--- src/rtl/mem_port_arbiter.sv ---
// Two-master arbiter for a single-port synchronous RAM.
// Port 0 is the CPU memory port and port 1 is a secondary master (DMA or debug loader).
// Ownership is granted per burst. A round-robin tie-break and a beat cap keep either
// master from starving the other. Each read return is tagged so that the data goes back
// to the master that issued the read, even when ownership changes in the same cycle.
//
// Handshake: a master requests while its cmd is READ (01) or WRITE (10). It holds
// cmd/addr/wdata stable until it samples its ack high. ack is combinational: an ack in
// cycle N means the beat is consumed at the rising edge that ends cycle N. For a read,
// rvalid/rdata appear on the issuing port in cycle N+1. For a write, the RAM is written
// at that same edge. Command 11 counts as NONE.
module mem_port_arbiter #(
    parameter int ADDR_W    = 9,
    parameter int DATA_W    = 16,
    parameter int MAX_BURST = 4
) (
    input  logic              clk,
    input  logic              reset,
    input  logic [1:0]        m0_cmd,
    input  logic [ADDR_W-1:0] m0_addr,
    input  logic [DATA_W-1:0] m0_wdata,
    output logic              m0_ack,
    output logic              m0_rvalid,
    output logic [DATA_W-1:0] m0_rdata,
    input  logic [1:0]        m1_cmd,
    input  logic [ADDR_W-1:0] m1_addr,
    input  logic [DATA_W-1:0] m1_wdata,
    output logic              m1_ack,
    output logic              m1_rvalid,
    output logic [DATA_W-1:0] m1_rdata,
    output logic              ram_re,
    output logic              ram_we,
    output logic [ADDR_W-1:0] ram_addr,
    output logic [DATA_W-1:0] ram_wdata,
    input  logic [DATA_W-1:0] ram_rdata,
    output logic [1:0]        owner
);

    // A beat counter needs at least one bit, even when MAX_BURST is 1.
    localparam int BEAT_W = (MAX_BURST > 1) ? $clog2(MAX_BURST) : 1;
    localparam logic [BEAT_W-1:0] BEAT_LAST = BEAT_W'(MAX_BURST - 1);
    localparam logic [BEAT_W-1:0] BEAT_ONE  = BEAT_W'(1);

    localparam logic [1:0] CMD_READ  = 2'b01;
    localparam logic [1:0] CMD_WRITE = 2'b10;

    // State encoding equals the owner debug encoding, so owner is the raw state register.
    typedef enum logic [1:0] {
        IDLE = 2'b00,
        OWN0 = 2'b01,
        OWN1 = 2'b10
    } state_t;

    state_t              state_q, state_d;
    logic [BEAT_W-1:0]   beat_q, beat_d;
    logic                last_q, last_d;   // port that most recently gave up ownership
    logic                rv_q;             // read issued last cycle
    logic                rtag_q;           // which port issued that read

    logic                req0, req1;
    logic                own_req, oth_req, cur_idx;
    state_t              oth_state;
    logic [1:0]          sel_cmd;
    logic [ADDR_W-1:0]   sel_addr;
    logic [DATA_W-1:0]   sel_wdata;
    logic                access;

    assign req0 = (m0_cmd == CMD_READ) || (m0_cmd == CMD_WRITE);
    assign req1 = (m1_cmd == CMD_READ) || (m1_cmd == CMD_WRITE);

    // Owner-relative view so that OWN0 and OWN1 can share one transition rule.
    assign cur_idx   = (state_q == OWN1);
    assign own_req   = cur_idx ? req1 : req0;
    assign oth_req   = cur_idx ? req0 : req1;
    assign oth_state = cur_idx ? OWN0 : OWN1;

    // State, beat counter and round-robin memory.
    always_ff @(posedge clk or negedge reset) begin
        if (!reset) begin
            state_q <= IDLE;
            beat_q  <= '0;
            last_q  <= 1'b1;   // port 0 wins the first tie after reset
        end else begin
            state_q <= state_d;
            beat_q  <= beat_d;
            last_q  <= last_d;
        end
    end

    // Next-state: grant from IDLE, end a burst on release or on the beat cap.
    always_comb begin
        state_d = state_q;
        beat_d  = beat_q;
        last_d  = last_q;
        case (state_q)
            IDLE: begin
                beat_d = '0;
                if (req0 && (!req1 || last_q)) begin
                    state_d = OWN0;
                end else if (req1) begin
                    state_d = OWN1;
                end
            end
            OWN0, OWN1: begin
                if (!own_req) begin
                    // Owner released: hand over directly if the other port waits.
                    beat_d  = '0;
                    last_d  = cur_idx;
                    state_d = oth_req ? oth_state : IDLE;
                end else if (beat_q == BEAT_LAST) begin
                    // Cap reached: yield with no bubble, or start a fresh burst if unopposed.
                    beat_d = '0;
                    if (oth_req) begin
                        state_d = oth_state;
                        last_d  = cur_idx;
                    end
                end else begin
                    beat_d = beat_q + BEAT_ONE;
                end
            end
            default: begin
                state_d = IDLE;
                beat_d  = '0;
            end
        endcase
    end

    // Route the owning port onto the RAM. IDLE makes no access.
    always_comb begin
        sel_cmd   = 2'b00;
        sel_addr  = '0;
        sel_wdata = '0;
        case (state_q)
            OWN0: begin
                sel_cmd   = m0_cmd;
                sel_addr  = m0_addr;
                sel_wdata = m0_wdata;
            end
            OWN1: begin
                sel_cmd   = m1_cmd;
                sel_addr  = m1_addr;
                sel_wdata = m1_wdata;
            end
            default: begin
                sel_cmd   = 2'b00;
                sel_addr  = '0;
                sel_wdata = '0;
            end
        endcase
    end

    assign ram_re    = (sel_cmd == CMD_READ);
    assign ram_we    = (sel_cmd == CMD_WRITE);
    assign access    = ram_re | ram_we;
    assign ram_addr  = access ? sel_addr  : '0;
    assign ram_wdata = access ? sel_wdata : '0;

    assign m0_ack = (state_q == OWN0) && access;
    assign m1_ack = (state_q == OWN1) && access;

    // Read return tag. It is captured from the state at the read edge, so a
    // simultaneous ownership switch cannot redirect the data.
    always_ff @(posedge clk or negedge reset) begin
        if (!reset) begin
            rv_q   <= 1'b0;
            rtag_q <= 1'b0;
        end else begin
            rv_q   <= ram_re;
            rtag_q <= (state_q == OWN1);
        end
    end

    assign m0_rvalid = rv_q && !rtag_q;
    assign m1_rvalid = rv_q &&  rtag_q;
    assign m0_rdata  = m0_rvalid ? ram_rdata : '0;
    assign m1_rdata  = m1_rvalid ? ram_rdata : '0;

    assign owner = state_q;

endmodule

--- config.mk ---
export PLATFORM = sky130hd
export DESIGN_NAME = mem_port_arbiter
export DESIGN_NICKNAME = d
export VERILOG_FILES = /design/src/rtl/mem_port_arbiter.sv
export SDC_FILE = /design/constraint.sdc
export NUM_CORES = 1
export LEC_CHECK = 0
export BUFFER_PORTS_ARGS = -buffer_cell sky130_fd_sc_hd__buf_2
export CORE_UTILIZATION = 33
export CTS_BUF_LIST = sky130_fd_sc_hd__clkbuf_8
export CTS_CLUSTER_SIZE = 14
export DETAILED_ROUTE_END_ITERATION = 8
export PLACE_DENSITY = 0.83
export RECOVER_POWER = 100
export SLEW_MARGIN = 25
export SYNTH_ARGS = -nofsm -noshare
export SYNTH_HDL_FRONTEND = slang
export SYNTH_SLANG_ARGS = --single-unit
--- constraint.sdc ---
create_clock -name clk -period 3.11 [get_ports clk]
set_input_delay 0.622 -clock clk [delete_from_list [all_inputs] [get_ports clk]]
set_output_delay 0.622 -clock clk [all_outputs]
set_load 0.01 [all_outputs]
==> flow_summary_export.csv <==
group,metric,value,unit
power_and_ir_drop,finalPower,1.196,mW
clock_tree,cts_tree,"built",
clock_tree,cts_hold_buf,0,
finish,final_cells,323,
clock_tree,cts_buffers,3,
synth,syn_area,1084,um2
routing,drc,0,
worst_setup_path,crit_chain,"clkbuf_1 -> ha_1 -> a22o_2 -> nand2_1 -> inv_1 -> ha_1 -> nand2b_2 -> buf_12 -> nor2_1 -> buf_2",
synth,synth_top_flop_cell,"dfrtp_1",
clock_tree,clock_sinks,7,
timing,finalSetupViolCount,0,
placement,dpl.hpwl,2960,um
floorplanning,die-area,3516,um2
global_routing,grt_max_degree,27,
timing,final.setup.worst_slack,0.1028,ns
worst_setup_path,critPathBufInv,4,
floorplanning,initial_core_util,35.20,%
job,cap_violations,0,
routing,wl_per_cell,11.60,um
global_routing,antenna_found_initial,0,
clock_tree,h-tree-depth,1,
synth,ys_ff_latch,7,
floorplanning,die_y,59.30,um
worst_setup_path,worstPathMaxFanout,20,
worst_setup_path,crit_type,"reg2out",
timing,skew,0.003433,ns
placement,port_buffers,136,
timing,maxSlewHeadroom,49.21,%
worst_setup_path,reg2regPathDepth,5,
finish,drive_gt1_share,38.35,%
timing,max_freq,332.5,MHz
power_and_ir_drop,cellLeakagePower,0.9430,nW
clock_tree,cts_root_buffer,"clkbuf_8",
timing,fin_tns_setup,0,ns
timing,worst_slew_pin_slew,0.7602,ns
worst_setup_path,cp-start-kind,"flip-flop",
floorplanning,core_area,3078,um2
global_routing,grt_use_total,19.98,%
synth,yosysWarningCount,0,
synth,synth_edf_count,0,
routing,ant_nets,0,
worst_setup_path,crit_path_max_incr_delay,0.38,ns
synth,avgSynthCellArea,7.371,um2
worst_setup_path,crit_top_cell,"ha_1",
routing,routed_wl,3746,um
worst_setup_path,endpoint_kind,"output pin",
routing,via_count,1567,
placement,pre_cts_ws,0.1924,ns
clock_tree,clockBufferDepth,2,
worst_setup_path,crit_slowest_cell,"dfrtp_1",
synth,yosys-top-cells-count,"a22oi_1 (25), nor2_1 (25), and2_1 (17), and3_1 (16), clkbuf_1 (11)",
power_and_ir_drop,p_per_area,668.9,nW/um2
timing,slew_violations,0,
timing,min_period,3.007,ns
hold_path,hold_path.class,"in2async",
synth,synth_top_cells_by_area,"a22oi_1 (17%), dfrtp_1 (14%), and2_1 (9.8%)",
finish,area_growth,65.01,%
clock_tree,clkLatencyLatePin,0.23,ns
synth,synth_top_area_share,17.32,%
synth,syn_nets,227,
global_routing,grt_pass1_vias,1260,
synth,async_flop_share,100.0,%
finish,antenna_cells,0,
routing,vias_per_cell,4.851,
worst_setup_path,critPathTopFamily,"adder cells",
run_status,outcome,"finished clean",
placement,dp_cells,317,
timing,rsz0062_at_grt,"no",
synth,synth_cells,147,
floorplanning,die_w,59.30,um
finish,fin_nets,360,
clock_tree,cts.reportedPaths.clkPinSlew,0.04,ns
placement,gp_congestion,0.8497,
synth,ys_types,31,
synth,ys_seq_area_share,16.28,%
timing,hold_viol_final,0,
global_routing,grt_first_pass_wirelength,5347,um
worst_setup_path,required,2.49,ns
power_and_ir_drop,ir_worst_vdd,0.4009,mV
floorplanning,num_rows,20,
synth,yosys.area.top_type,"a22oi_1",
global_routing,grt-ovfl-total,0,
worst_setup_path,cp_num_cells,10,
floorplanning,ios,137,
worst_setup_path,arrival,2.39,ns
timing,fin_crit_sh,96.69,%
routing,drtIter0Drc,53,
routing,first_pass_iters,4,
## cells by family (layout without fill, tap and decap cells)
kind of cell | Yosys count | count (layout) | share of synthesized area, %
buffers and inverters | 18 | 150 | 7.044
adder cells (fa/ha/maj) | 8 | 8 | 9.238
flip-flops | 7 | 7 | 16.28
XOR/XNOR | 3 | 3 | 3.811
multiplexers | 4 | 4 | 4.503
AND/OR/NAND/NOR | 74 | 74 | 35.91
AO/OA/AOI/OAI | 33 | 33 | 23.21
## cells in the final DEF (no fill, tap or decap), drive strengths merged
cell type / netlist / layout
nand3: 2 / 2
nand2b: 1 / 1
buf: 2 / 91
nor3: 2 / 2
a31oi: 3 / 3
mux2: 4 / 4
or3: 1 / 1
a22oi: 25 / 25
dfrtp: 6 / 6
and3: 17 / 17
or2: 1 / 1
clkbuf: 11 / 53
nor2: 25 / 25
nand4: 1 / 1
inv: 5 / 6
nor2b: 4 / 4
o211ai: 1 / 1
o21ai: 1 / 1
and2: 17 / 17
xnor2: 1 / 1
nand2: 3 / 3
a21boi: 1 / 1
a22o: 2 / 2
ha: 8 / 8
dfstp: 1 / 1
xor2: 2 / 2
## power breakdown
part,internal (mW),total [mW],switching [mW]
combinational,0.382,0.873,0.491
clock,0.0854,0.126,0.0407
sequential,0.136,0.197,0.0612
## worst paths after layout
| path | endpoint | slack [ns] | start |
|---|---|---|---|
| min | owner[0] | 0.27 | reset |
| max | ram_wdata[10] | 0.10 | owner[0] |
| min in group clk | beat_q[0] | 0.45 | beat_q[0] |
| max in group asynchronous | last_q | 2.53 | reset |
| min reg2reg | beat_q[0] | 0.45 | beat_q[0] |
| max reg2reg | owner[1] | 1.24 | owner[0] |
## cell type report
type / count / area [um2]
clock inverters: 1 / 3.754
flip-flops and latches: 7 / 177.7
multi-input cells: 122 / 820.8
fillers: 321 / 1290
inverters: 5 / 18.77
well taps: 44 / 55.05
clock buffers: 3 / 41.29
repair buffers: 141 / 670.6
## stage by stage
step / area [um2] / hold slack (ns) / utilization [%]
final: 1788 / 0.2713 / 58.09
after global routing: 1788 / 0.2939 / 58.09
after CTS: 1847 / 0.2199 / 60.00
after detailed placement: 1797 / 0.4363 / 58.37
after global placement: 1797 / 0.4269 / 58.37
after floorplan: 1084 / 0.3264 / -
## sequential cells by signal (all words and copies together), names as in the netlist
signal	count
owner	2
rv_q	1
beat_q	2
last_q	1
rtag_q	1
## worst reg2reg max path: stages (launching register included)
cell	delay (ns)
dfrtp_1	0.38
inv_1	0.11
ha_1	0.21
mux2_1	0.39
a31oi_1	0.30
mux2_1	0.36
## metal layers
metal	track usage, %	vias to the layer above	share of wire, %
met1	22.45	683	37
met2	37.08	93	52
met4	8.163	0	1.5
met3	3.057	4	9.5
met5	0	-	0
li1	-	787	-
## repair_timing
| item | 4_1_cts | 5_1_grt |
|---|---|---|
| resized for setup | 2 | 2 |
| setup buffers | 0 | 2 |
| cloned | 0 | 0 |
| setup endpoints to repair | 2 | 20 |
Note: power is estimated with default switching activity, not from simulation.
